===== config.mk =====
export PLATFORM = sky130hd
export DESIGN_NAME = line_responder
export DESIGN_NICKNAME = d
export VERILOG_FILES = /design/src/rtl/line_responder_pkg.sv /design/src/rtl/line_buffer.sv /design/src/rtl/line_responder.sv
export SDC_FILE = /design/constraint.sdc
export NUM_CORES = 1
export LEC_CHECK = 0
export CORE_MARGIN = 4
export CORE_UTILIZATION = 55
export CTS_BUF_LIST = sky130_fd_sc_hd__clkbuf_16
export CTS_CLUSTER_DIAMETER = 120
export DETAILED_ROUTE_END_ITERATION = 12
export PLACE_DENSITY_LB_ADDON = 0.15
export SLEW_MARGIN = 30
export SYNTH_ARGS = -nofsm -noshare
export SYNTH_HDL_FRONTEND = slang
export SYNTH_HIERARCHICAL = 1
export SYNTH_SLANG_ARGS = --single-unit

===== constraint.sdc =====
create_clock -name clk -period 7.4 [get_ports clk]
set_clock_uncertainty 0.1 [all_clocks]
set_input_delay 1.48 -clock clk [delete_from_list [all_inputs] [get_ports clk]]
set_output_delay 1.48 -clock clk [all_outputs]
set_load 0.1 [all_outputs]

===== src/rtl/line_responder_pkg.sv =====
// Shared core-bus definitions: tag layout, opcode/target/source encodings,
// line geometry and the responder state encoding.
package line_responder_pkg;
  localparam int LINE_BEATS = 8;
  localparam int TAG_W      = 13;
  localparam int ID_W       = 7;
  localparam int OP_W       = 2;

  typedef enum logic [1:0] {
    OP_READ   = 2'd0,
    OP_WRITE  = 2'd1,
    OP_ATOMIC = 2'd2,
    OP_FLUSH  = 2'd3
  } op_e;

  typedef enum logic [1:0] {
    TGT_MEM  = 2'd0,
    TGT_IO   = 2'd1,
    TGT_CFG  = 2'd2,
    TGT_RSVD = 2'd3
  } target_e;

  typedef enum logic [1:0] {
    SRC_CORE0 = 2'd0,
    SRC_CORE1 = 2'd1,
    SRC_DMA   = 2'd2,
    SRC_DBG   = 2'd3
  } source_e;

  typedef struct packed {
    op_e             op;
    target_e         target;
    source_e         source;
    logic [ID_W-1:0] id;
  } tag_t;

  typedef enum logic [1:0] {
    IDLE   = 2'd0,
    MEMREQ = 2'd1,
    FILL   = 2'd2,
    RESP   = 2'd3
  } state_e;
endpackage


===== src/rtl/line_buffer.sv =====
// One-line staging buffer: synchronous write port, asynchronous read port.
// Contents are never reset; every entry is rewritten before it is read.
module line_buffer #(
  parameter int DEPTH = 8,
  parameter int WIDTH = 64,
  parameter int AW    = $clog2(DEPTH)
) (
  input  logic             clk,
  input  logic             wr_en,
  input  logic [AW-1:0]    wr_addr,
  input  logic [WIDTH-1:0] wr_data,
  input  logic [AW-1:0]    rd_addr,
  output logic [WIDTH-1:0] rd_data
);
  logic [WIDTH-1:0] mem [DEPTH];

  always_ff @(posedge clk)
    if (wr_en) mem[wr_addr] <= wr_data;

  assign rd_data = mem[rd_addr];
endmodule


===== src/rtl/line_responder.sv =====
// Line-read responder: accepts one core request, fetches the aligned 64-byte
// line from the backing store, then streams it back beat 0 first.
module line_responder #(
  parameter int LINE_BEATS = line_responder_pkg::LINE_BEATS,
  parameter int TAG_W      = line_responder_pkg::TAG_W
) (
  input  logic             clk,
  input  logic             reset_n,
  input  logic             reqcyc,
  input  logic [63:0]      req,
  input  logic [TAG_W-1:0] reqtag,
  output logic             reqack,
  output logic             respcyc,
  output logic [63:0]      resp,
  output logic [TAG_W-1:0] resptag,
  input  logic             respack,
  output logic             mem_req_valid,
  output logic [63:0]      mem_req_addr,
  input  logic             mem_req_ready,
  input  logic             mem_rdata_valid,
  input  logic [63:0]      mem_rdata,
  output logic             err_bad_op
);
  import line_responder_pkg::*;

  localparam int               IDX_W    = $clog2(LINE_BEATS);
  localparam logic [IDX_W-1:0] LAST_IDX = IDX_W'(LINE_BEATS - 1);
  localparam logic [63:0]      OFF_MASK = 64'(LINE_BEATS * 8 - 1);

  state_e           state, state_nxt;
  logic [63:0]      line_addr;
  logic [TAG_W-1:0] tag_q;
  logic [IDX_W-1:0] fill_idx, resp_idx;
  logic [63:0]      buf_rdata;
  logic             accept, bad_op, fill_beat, resp_beat;

  // reqack is high in the cycle after acceptance; masking on it stops a
  // still-held reqcyc being taken twice when a bad op leaves us in IDLE.
  assign accept    = (state == IDLE) && reqcyc && !reqack;
  assign bad_op    = op_e'(reqtag[TAG_W-1 -: OP_W]) != OP_READ;
  assign fill_beat = (state == FILL) && mem_rdata_valid;
  assign resp_beat = (state == RESP) && respack;

  always_ff @(posedge clk or negedge reset_n)
    if (!reset_n) state <= IDLE;
    else          state <= state_nxt;

  always_comb begin
    state_nxt = state;
    case (state)
      IDLE:    if (accept && !bad_op)                    state_nxt = MEMREQ;
      MEMREQ:  if (mem_req_ready)                        state_nxt = FILL;
      FILL:    if (fill_beat && fill_idx == LAST_IDX)    state_nxt = RESP;
      RESP:    if (resp_beat && resp_idx == LAST_IDX)    state_nxt = IDLE;
      default:                                           state_nxt = IDLE;
    endcase
  end

  always_ff @(posedge clk or negedge reset_n)
    if (!reset_n) begin
      reqack     <= 1'b0;
      err_bad_op <= 1'b0;
      line_addr  <= '0;
      tag_q      <= '0;
      fill_idx   <= '0;
      resp_idx   <= '0;
    end else begin
      reqack <= accept;
      if (accept) begin
        line_addr <= req & ~OFF_MASK;
        tag_q     <= reqtag;
      end
      if (accept && bad_op) err_bad_op <= 1'b1;
      // Indices wrap naturally, so each burst starts at entry 0.
      if (fill_beat) fill_idx <= fill_idx + 1'b1;
      if (resp_beat) resp_idx <= resp_idx + 1'b1;
    end

  line_buffer #(.DEPTH(LINE_BEATS), .WIDTH(64), .AW(IDX_W)) u_buf (
    .clk     (clk),
    .wr_en   (fill_beat),
    .wr_addr (fill_idx),
    .wr_data (mem_rdata),
    .rd_addr (resp_idx),
    .rd_data (buf_rdata)
  );

  assign mem_req_valid = (state == MEMREQ);
  assign mem_req_addr  = line_addr;
  assign respcyc       = (state == RESP);
  assign resp          = respcyc ? buf_rdata : '0;
  assign resptag       = tag_q;
endmodule


After elaboration in Yosys (flattened, before gate mapping):

Memory sizes are Yosys's and may differ from the RTL's.
Cells that the tools add are included.

* add/sub/neg operators: 2
* eq/ne operators: 9
* multiplexer cells: 8
* reductions and logical operators: 13

Operators with widths (count)
* 64-bit 2-to-1 mux: 1
* 1-bit logical AND: 8
* 2-bit 2-to-1 mux: 4
* 2-bit by 1-bit inequality test with 1-bit output (second input constant): 4
* 2-bit one-hot mux with 4 select lines: 1
* 3-bit by 1-bit adder with 3-bit output (second input constant): 2
* 3-bit equality test (second input constant): 2
* 2-bit equality test (second input constant): 2
* 4-bit AND reduction: 1
* 2-bit by 1-bit equality test with 1-bit output (second input constant): 1
* 1-bit zero test: 2
* 2-bit zero test: 1
* 1-bit 2-to-1 mux: 2
* 2-bit nonzero test: 1

* register bits: 81
* memory bits (writable): 512
* input port bits: 147
* output and inout port bits: 145
* word-level logic and storage cells: 40
* memories kept: 1

Memories
* u_buf.mem: words 8, width 64, rd ports 1, clocked after Yosys merged registers in 0, wr ports 1, line line_buffer.sv:15 `logic [WIDTH-1:0] mem [DEPTH];`

Depth between registers and ports, before layout:

* depth in word-level cells: 6
* depth in mapped cells: 6
* mapped depth without buffers: 6

Cells and area by module:

Netlist, hierarchy kept.

By module, submodules not included
* line_buffer: instances 1, cells an instance 752, area an instance 19266.0 µm², sequential area each 15374.7 µm²
* line_responder: instances 1, cells an instance 270, area an instance 3648.5 µm², sequential area each 2026.9 µm²

Worst setup path after synthesis:

No wires, ideal clock.

* path type: input -> register
* from: in mem_rdata_valid
* to: mem u_buf.mem[0][0], enable pin
* setup time: 0.565 ns
* data arrival time: 6.113 ns
* required time: 6.735 ns
* slack: 0.622 ns
* cell stages on the path: 4
* path buffers: 0
* cells stage by stage: nand2_1 inv_1 nand2b_1 nor3_1

* cells in the longest elaborated chain, start to end: 3

Ends and longest elaborated chain
* from (decl): line line_responder.sv:20 `input logic mem_rdata_valid,`
* 1-bit logical AND: line line_responder.sv:41 `assign fill_beat = (state == FILL) && mem_rdata_valid;`
* net fill_beat: line line_responder.sv:35 `logic accept, bad_op, fill_beat, resp_beat;`
* 1-bit 2-to-1 mux: line line_buffer.sv:18 `if (wr_en) mem[wr_addr] <= wr_data;`
* 1-bit 2-to-1 mux (not written as such): line line_buffer.sv:18
* to (decl): line line_buffer.sv:15

The timed path passes the listed nets, and every way through them passes these cells.

Worst setup path after layout:

* from: reg resp_idx[0]
* to: out resp[56]

* cells in the longest elaborated chain, start to end: 2

Ends and longest elaborated chain
* from (decl): line line_responder.sv:33 `logic [IDX_W-1:0] fill_idx, resp_idx;`
* from (signal assigned): line line_responder.sv:76 `if (resp_beat) resp_idx <= resp_idx + 1'b1;`
* memory 8 x 64 bit
* net buf_rdata[56]: line line_responder.sv:34 `logic [63:0] buf_rdata;`
* 64-bit 2-to-1 mux: line line_responder.sv:91 `assign resp = respcyc ? buf_rdata : '0;`
* to (decl): line line_responder.sv:14 `output logic [63:0] resp,`

The timed path passes the listed nets, and every way through them passes these cells.

==> flow_metrics.env <==
export IMPL_drt_iter0_drc=701
export IMPL_worst_path_buf_inv=2
export IMPL_synth_enable_flop_cells=512
export IMPL_power_frac_comb=0.445
export IMPL_root_buffer="clkbuf_16"
export IMPL_hold_end="mem_req_addr[36]$_DFFE_PN0P_"
export IMPL_p_per_area_nw_per_um2=455.8
export IMPL_vdd_drop_max_mv=0.5441
export IMPL_cts_resized=0
export IMPL_die_h_um=212.1
export IMPL_grt_pass1_wl_mm=70.98
export IMPL_grt_pass1_vias=11680
export IMPL_slowest_stage="clkdlybuf4s50_1"
export IMPL_crit_type="register to output port"
export IMPL_rr_worst_depth=7
export IMPL_ys_ff_latch=593
export IMPL_io_pins=292
export IMPL_clk_pin_slew_ns=0.06
export IMPL_track_usage=0.2112
export IMPL_tritoncts="yes"
export IMPL_drc=0
export IMPL_p_int_w=0.007457
export IMPL_holdPathStages=1
export IMPL_synth_async_reset_ratio=0.1366
export IMPL_postCtsSetupRepairBufs=0
export IMPL_cp_required_ns=5.82
export IMPL_num_rows=74
export IMPL_critical_path_top_delay_family="buffers and inverters"
export IMPL_grt_max_degree=74
export IMPL_power_total_w=0.01276
export IMPL_timing_final_crit_share=0.7657
export IMPL_clockBufferDepth=3
export IMPL_setup_tns_ns=0
export IMPL_leakagePower_nw=9.433
export IMPL_path_cells="buf_4, mux4_2, mux2_2, and2_1, clkdlybuf4s50_1"
export IMPL_crit_path_end_kind="output port"
export IMPL_status="finished clean"
export IMPL_pwr_share_seq=0.344
export IMPL_setup_violations=0
export IMPL_synth_ff_type="edfxtp_1"
export IMPL_post_synth_top_area_fraction=0.6710
export IMPL_cts_inserted_buffers=57
export IMPL_synth_area_top_cells="edfxtp_1 67%, mux4_2 13%, dfrtp_1 8.8%, mux2_2 5.8%, and2_1 1.7%"
export IMPL_syn_inst=1022
export IMPL_hold_buffers=0
export IMPL_worstSetupStartpointType="register"
export IMPL_slowest_delay_ns=0.98
export IMPL_switchingPower_w=0.005307
export IMPL_synth_seq_area_share=0.7594
export IMPL_layout_drive_gt1_share=0.2760
export IMPL_r2r_start="state[0]$_DFFE_PN0P_"
export IMPL_synthTopCellsByCount="512 x edfxtp_1, 128 x mux4_2, 118 x mux2_2"
export IMPL_syn_cell_area_um2=22910
export IMPL_ys_types=27
export IMPL_avgSynthCellArea_um2=22.42
export IMPL_drt_first_pass_iters=4
export IMPL_hold_path_class="register to register"
export IMPL_min_from="mem_req_addr[36]$_DFFE_PN0P_"
export IMPL_core_area_um2=41020
export IMPL_die_area_um2=44990
export IMPL_antenna_left=0
export IMPL_post_dp_hpwl_mm=26.15
export IMPL_rsz0062_at_grt="false"
export IMPL_r2r_end="u_buf/mem[5][12]$_DFFE_PP_"
export IMPL_totalWireLength_mm=46.86
export IMPL_drv_slew=0
export IMPL_r2r_slack_ns=4.32
export IMPL_synthToLayoutAreaGrowth_pct=22.21
export IMPL_overflow=0
export IMPL_yosys_warnings=6
export IMPL_fmax_mhz=176.5
export IMPL_grt_antenna_before_repair=4
export IMPL_fin_crit_ns=5.666
export IMPL_viasPerCell=5.644
export IMPL_die_w_um=212.1
export IMPL_cts_sinks=593
export IMPL_hold_viol=0
export IMPL_floorplan_initialDensity=0.5587
export IMPL_worstPathMaxFanout=35
export IMPL_vias=10760
export IMPL_slew_limit_headroom=0.3008
export IMPL_worstPathArrival_ns=4.09
export IMPL_htree_levels=2
export IMPL_place_congestion=0.7520
export IMPL_p_clk_frac=0.211
export IMPL_yosysMostFrequentCell="edfxtp_1"
export IMPL_yosys_area_top_type="edfxtp_1"
export IMPL_drv_cap=0
export IMPL_p_sw_frac=0.4158
export IMPL_wire_per_inst_um=24.57
export IMPL_io_buffers=279
export IMPL_finish_net_count=1487
export IMPL_tightestPinTransition_ns=1.046
export IMPL_clk_latency_ns=0.58
## cell type report
cell class                      instances  area, um2
Sequential cell                       593      17410
Clock inverter                         43      296.5
Fill cell                            2671      13010
Antenna cell                            2      5.005
Tap cell                              532      665.6
Multi-Input combinational cell        374       5245
Inverter                                4      15.01
Clock buffer                           58       1451
Timing Repair Buffer                  301       2913
## logic make-up (layout without fill, tap and decap cells)
logic type      count (synthesis)  after routing  synth area share
compound gates                  4              4          0.002184
xor+xnor                        2              2         0.0007646
fa+ha+maj                       9              9          0.004914
buf+inv                        60            406           0.01545
flops                         593            593            0.7594
mux                           269            269            0.1952
other cells                     1              8         0.0001637
simple gates                   84             84           0.02190
## worst max-delay path by stage
stage | startpoint | cells past startpoint | slack (ns) | endpoint
4_1_cts | resp_idx[0]$_DFFE_PN0P_ | 5 | 1.60 | resp[56]
5_1_grt | resp_idx[0]$_DFFE_PN0P_ | 5 | 1.49 | resp[56]
3_3_place_gp | resp_idx[0]$_DFFE_PN0P_ | 5 | 2.27 | resp[26]
2_1_floorplan | mem_rdata_valid | 4 | 0.62 | u_buf/mem[0][0]$_DFFE_PP_
6_report | resp_idx[0]$_DFFE_PN0P_ | 5 | 1.73 | resp[56]
3_5_place_dp | resp_idx[0]$_DFFE_PN0P_ | 5 | 2.26 | resp[56]
## registers in the layout, summed over array words and instances, names as in the netlist
| signal | cells |
|---|---|
| err_bad_op | 1 |
| fill_idx | 3 |
| mem_req_addr | 58 |
| reqack | 1 |
| resp_idx | 3 |
| resptag | 13 |
| state | 2 |
| u_buf/mem | 512 |
## routing by layer
layer	routed length (um)	share of wire	GRT usage	up-vias
met1	19740	0.42	0.2998	5662
met4	857	0.018	0.05053	2
met5	11	0.00023	0	-
li1	-	-	-	4766
met3	2532	0.054	0.04220	64
met2	23710	0.51	0.3463	269
## power groups by stage
stage / sequential [W] / clock, W / combinational, W
final: 0.00439 / 0.00270 / 0.00568
after floorplan: 0.00576 / 0 / 0.00309
after global routing: 0.00445 / 0.00292 / 0.00592
after CTS: 0.00440 / 0.00277 / 0.00576
after global placement: 0.00448 / 0 / 0.00569
after detailed placement: 0.00446 / 0 / 0.00573
## cells in the final DEF (no fill, tap or decap), drive strengths merged
| master | n |
|---|---|
| clkbuf | 58 |
| mux4 | 128 |
| a21boi | 2 |
| mux2i | 1 |
| buf | 41 |
| or4b | 1 |
| nand2 | 4 |
| nor2b | 1 |
| ha | 9 |
| xnor2 | 2 |
| clkinv | 24 |
| o21bai | 1 |
| edfxtp | 512 |
| nor3 | 2 |
| mux2 | 140 |
| conb | 6 |
| nand3b | 1 |
| bufinv | 4 |
| clkdlybuf4s50 | 260 |
| nor2 | 8 |
| and2 | 64 |
| dfrtp | 81 |
| inv | 19 |
| nand2b | 3 |
| a2111oi | 1 |
| diode | 2 |
## per-stage QoR
stage	setup slack, ns	area [um2]	utilization	hold WS (ns)	instances
floorplan	0.6222	22930	-	0.4043	1027
global placement	2.266	26290	0.6409	0.3654	1803
detailed placement	2.259	26260	0.6401	0.3800	1804
CTS	1.602	28000	0.6828	0.3937	1905
global route	1.486	28000	0.6828	0.4097	1907
finish	1.734	28000	0.6828	0.3856	1907
No activity file was read; power rests on OpenSTA's default activity.
